### src/rtl/xlr8_msg_uart.sv
// xlr8_msg_uart: message UART. Bytes written to MSG_ADDR are queued in a FIFO
// and transmitted 8N1, LSB first, on tx. STAT_ADDR gives a status register on read
// and accepts an overflow-clear command on write.
// Ports:
//   clk        system clock, all state on posedge
//   rstn       asynchronous active-low reset
//   clken      function enable; low freezes FIFO, FSM, baud counter and tx
//   adr        I/O register address
//   dbus_in    write data
//   iore       I/O read strobe
//   iowe       I/O write strobe
//   dbus_out   status read data {ovf, full, empty, count[4:0]}
//   io_out_en  high while dbus_out carries status read data
//   tx         registered UART serial output, idle high
module xlr8_msg_uart #(
  parameter logic [5:0] MSG_ADDR     = 6'h2B,
  parameter logic [5:0] STAT_ADDR    = 6'h3B,
  parameter int         DEPTH        = 16,
  parameter int         CLKS_PER_BIT = 16
) (
  input  logic       clk,
  input  logic       rstn,
  input  logic       clken,
  input  logic [5:0] adr,
  input  logic [7:0] dbus_in,
  input  logic       iore,
  input  logic       iowe,
  output logic [7:0] dbus_out,
  output logic       io_out_en,
  output logic       tx
);

  localparam int AW = $clog2(DEPTH);
  localparam int CW = AW + 1;
  localparam int BW = $clog2(CLKS_PER_BIT);
  localparam logic [CW-1:0] FULL_CNT  = CW'(DEPTH);
  localparam logic [BW-1:0] BAUD_LAST = BW'(CLKS_PER_BIT - 1);

  typedef enum logic [1:0] {IDLE, START, DATA, STOP} state_t;

  state_t          state, state_next;
  logic [7:0]      mem [DEPTH];
  logic [AW-1:0]   wr_ptr, rd_ptr;
  logic [CW-1:0]   count;
  logic            ovf;
  logic [BW-1:0]   baud;
  logic [2:0]      bit_idx;
  logic [7:0]      shift;

  logic push_req, push_ok, pop, full, empty, ovf_set, ovf_clr, stat_rd;

  assign full     = (count == FULL_CNT);
  assign empty    = (count == '0);
  assign push_req = clken && iowe && (adr == MSG_ADDR);
  assign pop      = clken && (state == IDLE) && !empty;
  // A pop in the same cycle frees the slot, so a push into a full FIFO still lands.
  assign push_ok  = push_req && (!full || pop);
  assign ovf_set  = push_req && full && !pop;
  assign ovf_clr  = clken && iowe && (adr == STAT_ADDR) && dbus_in[7];

  assign stat_rd = iore && (adr == STAT_ADDR);

  always_comb begin
    io_out_en = stat_rd;
    dbus_out  = '0;
    if (stat_rd) dbus_out = {ovf, full, empty, 5'(count)};
  end

  // FIFO storage needs no reset: count==0 already marks every entry stale.
  always_ff @(posedge clk) begin
    if (push_ok) mem[wr_ptr] <= dbus_in;
  end

  always_ff @(posedge clk or negedge rstn) begin
    if (!rstn) begin
      wr_ptr <= '0;
      rd_ptr <= '0;
      count  <= '0;
      ovf    <= 1'b0;
    end else begin
      if (push_ok) wr_ptr <= wr_ptr + 1'b1;
      if (pop)     rd_ptr <= rd_ptr + 1'b1;
      case ({push_ok, pop})
        2'b10:   count <= count + 1'b1;
        2'b01:   count <= count - 1'b1;
        default: count <= count;
      endcase
      if (ovf_set)      ovf <= 1'b1;
      else if (ovf_clr) ovf <= 1'b0;
    end
  end

  always_ff @(posedge clk or negedge rstn) begin
    if (!rstn)      state <= IDLE;
    else if (clken) state <= state_next;
  end

  always_comb begin
    state_next = state;
    case (state)
      IDLE:  if (!empty) state_next = START;
      START: if (baud == BAUD_LAST) state_next = DATA;
      DATA:  if (baud == BAUD_LAST && bit_idx == 3'd7) state_next = STOP;
      STOP:  if (baud == BAUD_LAST) state_next = IDLE;
      default: state_next = IDLE;
    endcase
  end

  // tx is registered from the current state, so the line follows the FSM by one
  // cycle: push at edge N, pop at N+1, start bit driven from N+2.
  always_ff @(posedge clk or negedge rstn) begin
    if (!rstn) begin
      tx      <= 1'b1;
      baud    <= '0;
      bit_idx <= '0;
      shift   <= '0;
    end else if (clken) begin
      case (state)
        START:   tx <= 1'b0;
        DATA:    tx <= shift[0];
        default: tx <= 1'b1;
      endcase
      if (state == IDLE) begin
        baud    <= '0;
        bit_idx <= '0;
        if (pop) shift <= mem[rd_ptr];
      end else if (baud == BAUD_LAST) begin
        baud <= '0;
        if (state == DATA) begin
          shift   <= {1'b0, shift[7:1]};
          bit_idx <= bit_idx + 3'd1;
        end
      end else begin
        baud <= baud + 1'b1;
      end
    end
  end

endmodule

### config.mk
export PLATFORM = sky130hd
export DESIGN_NAME = xlr8_msg_uart
export DESIGN_NICKNAME = d
export VERILOG_FILES = /design/src/rtl/xlr8_msg_uart.sv
export SDC_FILE = /design/constraint.sdc
export NUM_CORES = 1
export LEC_CHECK = 0
export CAP_MARGIN = 15
export CORE_ASPECT_RATIO = 0.7
export CORE_MARGIN = 1.5
export CORE_UTILIZATION = 25
export DETAILED_ROUTE_END_ITERATION = 6
export GPL_ROUTABILITY_DRIVEN = 0
export SLEW_MARGIN = 20
export SYNTH_ARGS = -nofsm -noshare
export SYNTH_HDL_FRONTEND = slang
export SYNTH_SLANG_ARGS = --single-unit
### constraint.sdc
create_clock -name clk -period 2.9 [get_ports clk]
set_clock_uncertainty 0.15 [all_clocks]
set_input_delay 0.58 -clock clk [delete_from_list [all_inputs] [get_ports clk]]
set_output_delay 0.58 -clock clk [all_outputs]
set_load 0.01 [all_outputs]
==> impl_metrics.json, run 1 <==
{
  "outcome": "finished clean",
  "slew_headroom_pct": 41.2,
  "synth-edff-count": 128,
  "yosysWarnings": 0,
  "arrival_ps": 3010,
  "pwr_density_cell_nw_per_um2": 819,
  "rsz0062_at_grt": "true",
  "synth.largest_area_cell": "edfxtp_1",
  "cts_hold_repair.buffers": 0,
  "place_area_um2": 7750,
  "maxCapViolCount": 0,
  "drt_pass1_iterations": 5,
  "synthTopCellsByArea": "edfxtp_1, dfrtp_1, mux4_1, mux4_2, ha_1",
  "syn-num-nets": 447,
  "final_hold_viol_count": 0,
  "clock_latency_ps": 430,
  "timing.hold.ws_ps": 350,
  "critical_path_class": "input port to flip-flop",
  "slew_viol_final": 0,
  "ir_drop_v": 0.000364,
  "min_period_ps": 2820,
  "synth_cells": 412,
  "synth-main-ff-cell": "edfxtp_1",
  "clock_path_buffers": 2,
  "ys_seq_area_share_pct": 67.4,
  "drc": 0,
  "vias_per_cell": 4.45,
  "grt_overflow": 0,
  "synthArstFlopShare_pct": 20.0,
  "drive_gt1_share_pct": 22.1,
  "crit_path_top_delay_cell": "clkdlybuf4s50_1",
  "grt_pass1_wl_um": 22000,
  "syn_area_um2": 6890,
  "initial_core_util_pct": 25.6,
  "cts_buffers": 17,
  "grt_usage_pct": 10.2,
  "crit_chain": "clkdlybuf4s50_1 > and4b_1 > nand4_1 > nor3_4 > inv_1 > ha_2 > xor2_1 > ha_2 > a21o_1 > nand2_1 > a21o_1 > a31oi_2 > xor2_1",
  "cts_tree": "done",
  "htreeDepth": 4,
  "critPathRequiredTime_ps": 3090,
  "cp_num_buf_inv": 2,
  "post-dp-hpwl_um": 9380,
  "ioPinCount": 29,
  "area_growth_pct": 22.0,
  "avgRoutedWirePerCell_um": 16.6,
  "final_cell_area_um2": 8400,
  "fin_nets": 515,
  "cp-start-kind": "input port",
  "grt_max_degree": 34,
  "fin_crit_sh_pct": 97.1,
  "grt_pass1_vias": 3850,
  "setup_viol": 0,
  "num_antenna_cells": 0,
  "final_antenna_net_count": 0,
  "cp_top_family": "simple AND/OR/NAND/NOR gates",
  "die-area_um2": 28600,
  "fmax_mhz": 355,
  "p_leak_nw": 3.01,
  "coreArea_um2": 26900,
  "worstMarginPinSlew_ps": 880,
  "synth_top_area_share_pct": 55.8,
  "syn_area_per_cell_um2": 16.7,
  "routed_wl_um": 14200,
  "synth_cell_type_count": 48,
  "die_w_um": 201,
  "die_y_um": 142,
  "antenna_found_initial": 0,
  "max_stage_delay_ps": 450,
  "num_rows": 50,
  "hp-class": "flip-flop to flip-flop",
  "path_clk_slew_ps": 70,
  "end_kind": "flip-flop",
  "port_buffers": 28,
  "ys_ff_latch": 160,
  "root_buffer": "clkbuf_16",
  "cts_sinks": 160,
  "dr.first_iter.drc_count": 311,
  "critPathMaxFanout": 4,
  "vias": 3812
}
==> per-stage QoR <==
stage                     std cells  worst slack [ps]  util, %  TNS (ps)  power (mW)
final                           857              83.1     31.2         0        6.88
after floorplan                 412              1.67        -         0        4.32
after global routing            857             -52.9     31.2     -52.9        7.26
after global placement          820              -260     28.8     -1120        4.65
after CTS                       856             0.324     31.2         0        6.95
after detailed placement        820              -318     28.8     -2780        4.72
==> layout by cell type (no fill, tap or decap), types with 5 or more instances in the layout <==
cell type        instances
mux4_2                  13
edfxtp_1               128
nor2_1                  27
and2_1                   8
inv_1                   11
ha_1                    14
dfrtp_1                 27
mux4_1                  19
nor3_1                   5
xor2_1                   5
dlygate4sd2_1            7
clkdlybuf4s50_1         20
xnor2_1                  7
a22oi_1                 17
clkbuf_16               17
buf_4                   41
a21oi_1                 25
nand2_1                 17
nand2b_1                 5
o21ai_0                 11
nand4_1                  5
==> state kept, by name (all words and copies together), names as in the netlist <==
| register | cells |
|---|---|
| mem | 128 |
| count | 5 |
| ovf | 1 |
| tx | 1 |
| bit_idx | 3 |
| rd_ptr | 4 |
| wr_ptr | 4 |
| shift | 8 |
| state | 2 |
| baud | 4 |
==> layout make-up <==
| cell class | count | area, um2 |
|---|---|---|
| well taps | 364 | 455 |
| flip-flops and latches | 160 | 4650 |
| multi-input cells | 220 | 2060 |
| fillers | 2648 | 18500 |
| clock buffers | 17 | 425 |
| repair buffers | 70 | 602 |
| clock inverters | 15 | 168 |
| inverters | 11 | 41.3 |
==> layer usage <==
metal | part of all wire, % | track usage [%] | vias up | wire (um)
met2 | 47 | 16.2 | 90 | 6690
li1 | - | - | 1764 | -
met5 | 0 | 0 | - | 0
met1 | 48 | 14.2 | 1944 | 6780
met3 | 4.2 | 2.39 | 14 | 600
met4 | 0.92 | 2.55 | 0 | 131
==> Yosys cell counts (6+ instances only) <==
library cell  number
o21ai_0           11
buf_6              6
a22oi_1           17
dfrtp_1           31
nand2_1           17
a21oi_1           25
nor2_1            27
ha_1              16
inv_1             11
edfxtp_1         128
mux4_1            19
mux4_2            13
and2_1             8
xnor2_1            7
==> repair_timing <==
action / 4_1_cts / 5_1_grt
endpoints found under the setup margin: 8 / 4
gates resized for setup: 13 / 3
setup buffers: 3 / 1
pin swaps: 2 / 2
gates cloned: 1 / 0
==> kinds of logic (layout without fill, tap and decap cells) <==
kind of cell | Yosys count | count (layout) | synth area share, %
mux | 39 | 39 | 12.6
buf+inv | 33 | 113 | 3.27
simple gates | 85 | 86 | 6.26
compound gates | 67 | 67 | 6.03
flops | 160 | 160 | 67.4
xor+xnor | 12 | 12 | 1.53
fa+ha+maj | 16 | 16 | 2.91
==> path summary, 6_finish.rpt <==
check,cells after the start,slack [ps],startpoint,endpoint
min,1,350,bit_idx[0],bit_idx[0]
max,13,80,adr[3],count[4]
min reg2reg,1,350,bit_idx[0],bit_idx[0]
max reg2reg,13,90,count[0],count[4]
min in group asynchronous,2,430,rstn,state[0]
max in group asynchronous,2,1830,rstn,rd_ptr[0]
==> power by group <==
| part | total (mW) | switching (mW) | internal (mW) |
|---|---|---|---|
| combinational | 1.81 | 0.925 | 0.890 |
| clock | 2.17 | 1.01 | 1.16 |
| sequential | 2.90 | 0.230 | 2.67 |
| total | 6.88 | 2.17 | 4.72 |
Power figures use the tool's default switching activity.
==> run 2: changes to the inputs <==
--- a/config.mk
+++ b/config.mk
@@ -11,6 +11,7 @@
 export CORE_UTILIZATION = 25
 export DETAILED_ROUTE_END_ITERATION = 6
 export GPL_ROUTABILITY_DRIVEN = 0
+export HOLD_SLACK_MARGIN = 0.15
 export SLEW_MARGIN = 20
 export SYNTH_ARGS = -nofsm -noshare
 export SYNTH_HDL_FRONTEND = slang
==> results of run 2 <==
Final layout, timing and power as in run 1 (identical DEF).
==> run 3: changes to the inputs <==
--- a/config.mk
+++ b/config.mk
@@ -7,11 +7,11 @@
 export LEC_CHECK = 0
 export CAP_MARGIN = 15
 export CORE_ASPECT_RATIO = 0.7
-export CORE_MARGIN = 1.5
-export CORE_UTILIZATION = 25
+export CORE_UTILIZATION = 54
 export DETAILED_ROUTE_END_ITERATION = 6
 export GPL_ROUTABILITY_DRIVEN = 0
-export HOLD_SLACK_MARGIN = 0.15
+export HOLD_SLACK_MARGIN = 0.05
+export PLACE_DENSITY = 0.75
 export SLEW_MARGIN = 20
 export SYNTH_ARGS = -nofsm -noshare
 export SYNTH_HDL_FRONTEND = slang
==> run 3 against run 2 <==
Final area decreased by 3.1%. Sequential power about the same. Critical path type is now flip-flop to flip-flop. Critical path depth did not move. Register-to-register slack got worse by 80 ps. Non-clock buffer count fell by 4. Power rose by 2.8%. Wire length shrank 3.4%. Critical endpoint unchanged.
==> impl_metrics.json, run 3 (synthesis gave the netlist of run 1 again) <==
{
  "area_growth_pct": 18.2,
  "critPathMaxFanout": 4,
  "htreeDepth": 4,
  "cp-start-kind": "flip-flop",
  "sw_frac_of_total_pct": 28.8,
  "cts_buffers": 17,
  "r2r_end": "count[4]",
  "pwr-share-comb_pct": 26.7,
  "clock_latency_ps": 420,
  "seq_power_share_pct": 40.6,
  "p_total_mw": 7.07,
  "cts_sinks": 160,
  "reg2reg_slack_ps": 10,
  "slew_headroom_pct": 53.7,
  "end_kind": "flip-flop",
  "clock_path_buffers": 2,
  "timing.rr.start": "count[1]",
  "critical_path_class": "flip-flop to flip-flop",
  "avgRoutedWirePerCell_um": 21.1,
  "coreArea_um2": 12400,
  "grt_usage_pct": 22.7,
  "largest_register": "mem",
  "netSwitchingPower_mw": 2.04,
  "startpoint": "count[1]",
  "cts_tree": "done",
  "min_period_ps": 2890,
  "p_leak_nw": 3.01,
  "grt_pass1_wl_um": 21000,
  "crit_end": "count[4]",
  "fin_nets": 510,
  "internal_power_mw": 5.04,
  "critPathRequiredTime_ps": 3080,
  "die_y_um": 96.5,
  "antenna_found_initial": 0,
  "pwr_density_cell_nw_per_um2": 869,
  "root_buffer": "clkbuf_16",
  "reg2regPathDepth": 13,
  "worstMarginPinSlew_ps": 693,
  "setup_viol": 0,
  "num_antenna_cells": 0,
  "reg_top3": "mem: 128 flops, shift: 8 flops, count: 5 flops",
  "post-dp-hpwl_um": 8900,
  "port_buffers": 28,
  "fill_cells": 844,
  "outcome": "finished clean",
  "setup_ws_ps": 11.2,
  "tns_ps": 0,
  "fin_crit_sh_pct": 99.6,
  "largest_reg_flops": 128,
  "clockPowerShare_pct": 32.7,
  "num_rows": 34,
  "ir_drop_v": 0.000630,
  "maxCapViolCount": 0,
  "grt_pass1_vias": 3761,
  "initial_core_util_pct": 55.5,
  "ioPinCount": 29,
  "grt_max_degree": 36,
  "arrival_ps": 3070,
  "path_clk_slew_ps": 60,
  "dr.first_iter.drc_count": 377,
  "vias": 3845,
  "final_antenna_net_count": 0,
  "drt_pass1_iterations": 4,
  "mostFrequentLayoutCells": "edfxtp_1, buf_4, dfrtp_1",
  "routed_wl_um": 13700,
  "drive_gt1_share_pct": 20.5,
  "fmax_mhz": 346,
  "final_hold_viol_count": 0,
  "place_ws_ps": -344,
  "die-area_um2": 13200,
  "grt_overflow": 0,
  "slew_viol_final": 0,
  "die_w_um": 137,
  "hp-class": "flip-flop to flip-flop",
  "vias_per_cell": 5.92,
  "final_common_cell": "edfxtp_1",
  "drc": 0,
  "cts_hold_repair.buffers": 0
}
run 3: cell count changes in the layout (fill, tap and decap cells not counted), moves of 2 or more:
cell / change
buf_4: -4
bufinv_16: +4
clkbuf_1: +3
clkdlybuf4s50_1: -4
clkinv_2: +2
clkinv_8: -4
clkinvlp_4: +2
dlymetal6s2s_1: +3
inv_6: -4
inv_8: -4
run 3: layout make-up:
| type | instances | area (um2) | share of cell area (%) |
|---|---|---|---|
| Tap cell | 162 | 203 | 2.49 |
| Clock inverter | 11 | 163 | 2.00 |
| Timing Repair Buffer | 66 | 578 | 7.10 |
| Sequential cell | 160 | 4650 | 57.1 |
| Multi-Input combinational cell | 219 | 2060 | 25.3 |
| Clock buffer | 21 | 450 | 5.53 |
| Inverter | 11 | 41.3 | 0.507 |
run 3: power groups by stage:
| stage | registers (mW) | logic (mW) | clock network, mW |
|---|---|---|---|
| after floorplan | 2.83 | 1.49 | 0 |
| after global placement | 2.90 | 1.75 | 0 |
| after detailed placement | 2.91 | 1.82 | 0 |
| after CTS | 2.87 | 1.85 | 2.33 |
| after global routing | 2.90 | 2.06 | 2.44 |
| final | 2.87 | 1.89 | 2.31 |
run 3: per-stage QoR:
step	instance area (um2)	util, %	cells	hold slack [ps]
finish	8140	65.6	650	355
global placement	7470	60.1	614	335
floorplan	6910	-	412	134
CTS	8090	65.1	647	356
detailed placement	7470	60.1	614	352
global route	8140	65.6	650	402
run 3: how the worst min path moves through the flow:
stage | cells past startpoint | to | from | slack, ps
floorplan | 0 | baud[0] | rstn | 130
global placement | 1 | bit_idx[0] | bit_idx[0] | 330
detailed placement | 1 | bit_idx[0] | bit_idx[0] | 350
CTS | 1 | bit_idx[0] | bit_idx[0] | 360
global route | 1 | bit_idx[1] | bit_idx[1] | 400
finish | 1 | bit_idx[0] | bit_idx[0] | 350
run 3: what timing repair did:
action / in CTS / in global routing
resized for setup: 13 / 9
setup buffers: 1 / 3
pin swaps: 0 / 7
setup endpoints to repair: 9 / 2
run 3: metal layers:
metal / routed length, um / vias up / global-route usage (%)
li1: - / 1735 / -
met5: 0 / - / 0
met2: 6310 / 121 / 33.6
met3: 766 / 25 / 5.16
met4: 250 / 0 / 9.25
met1: 6400 / 1964 / 32.9
run 3: critical path, cell delays in order (launching register included):
cell and delay, ps:
dfrtp_1 400, buf_4 150, nor4_1 410, and3_1 300
nor3_4 60, inv_2 80, ha_4 150, xor2_2 140
ha_2 220, a21o_1 120, nand2_1 50, a21o_1 180
a31oi_1 190, xor2_1 190
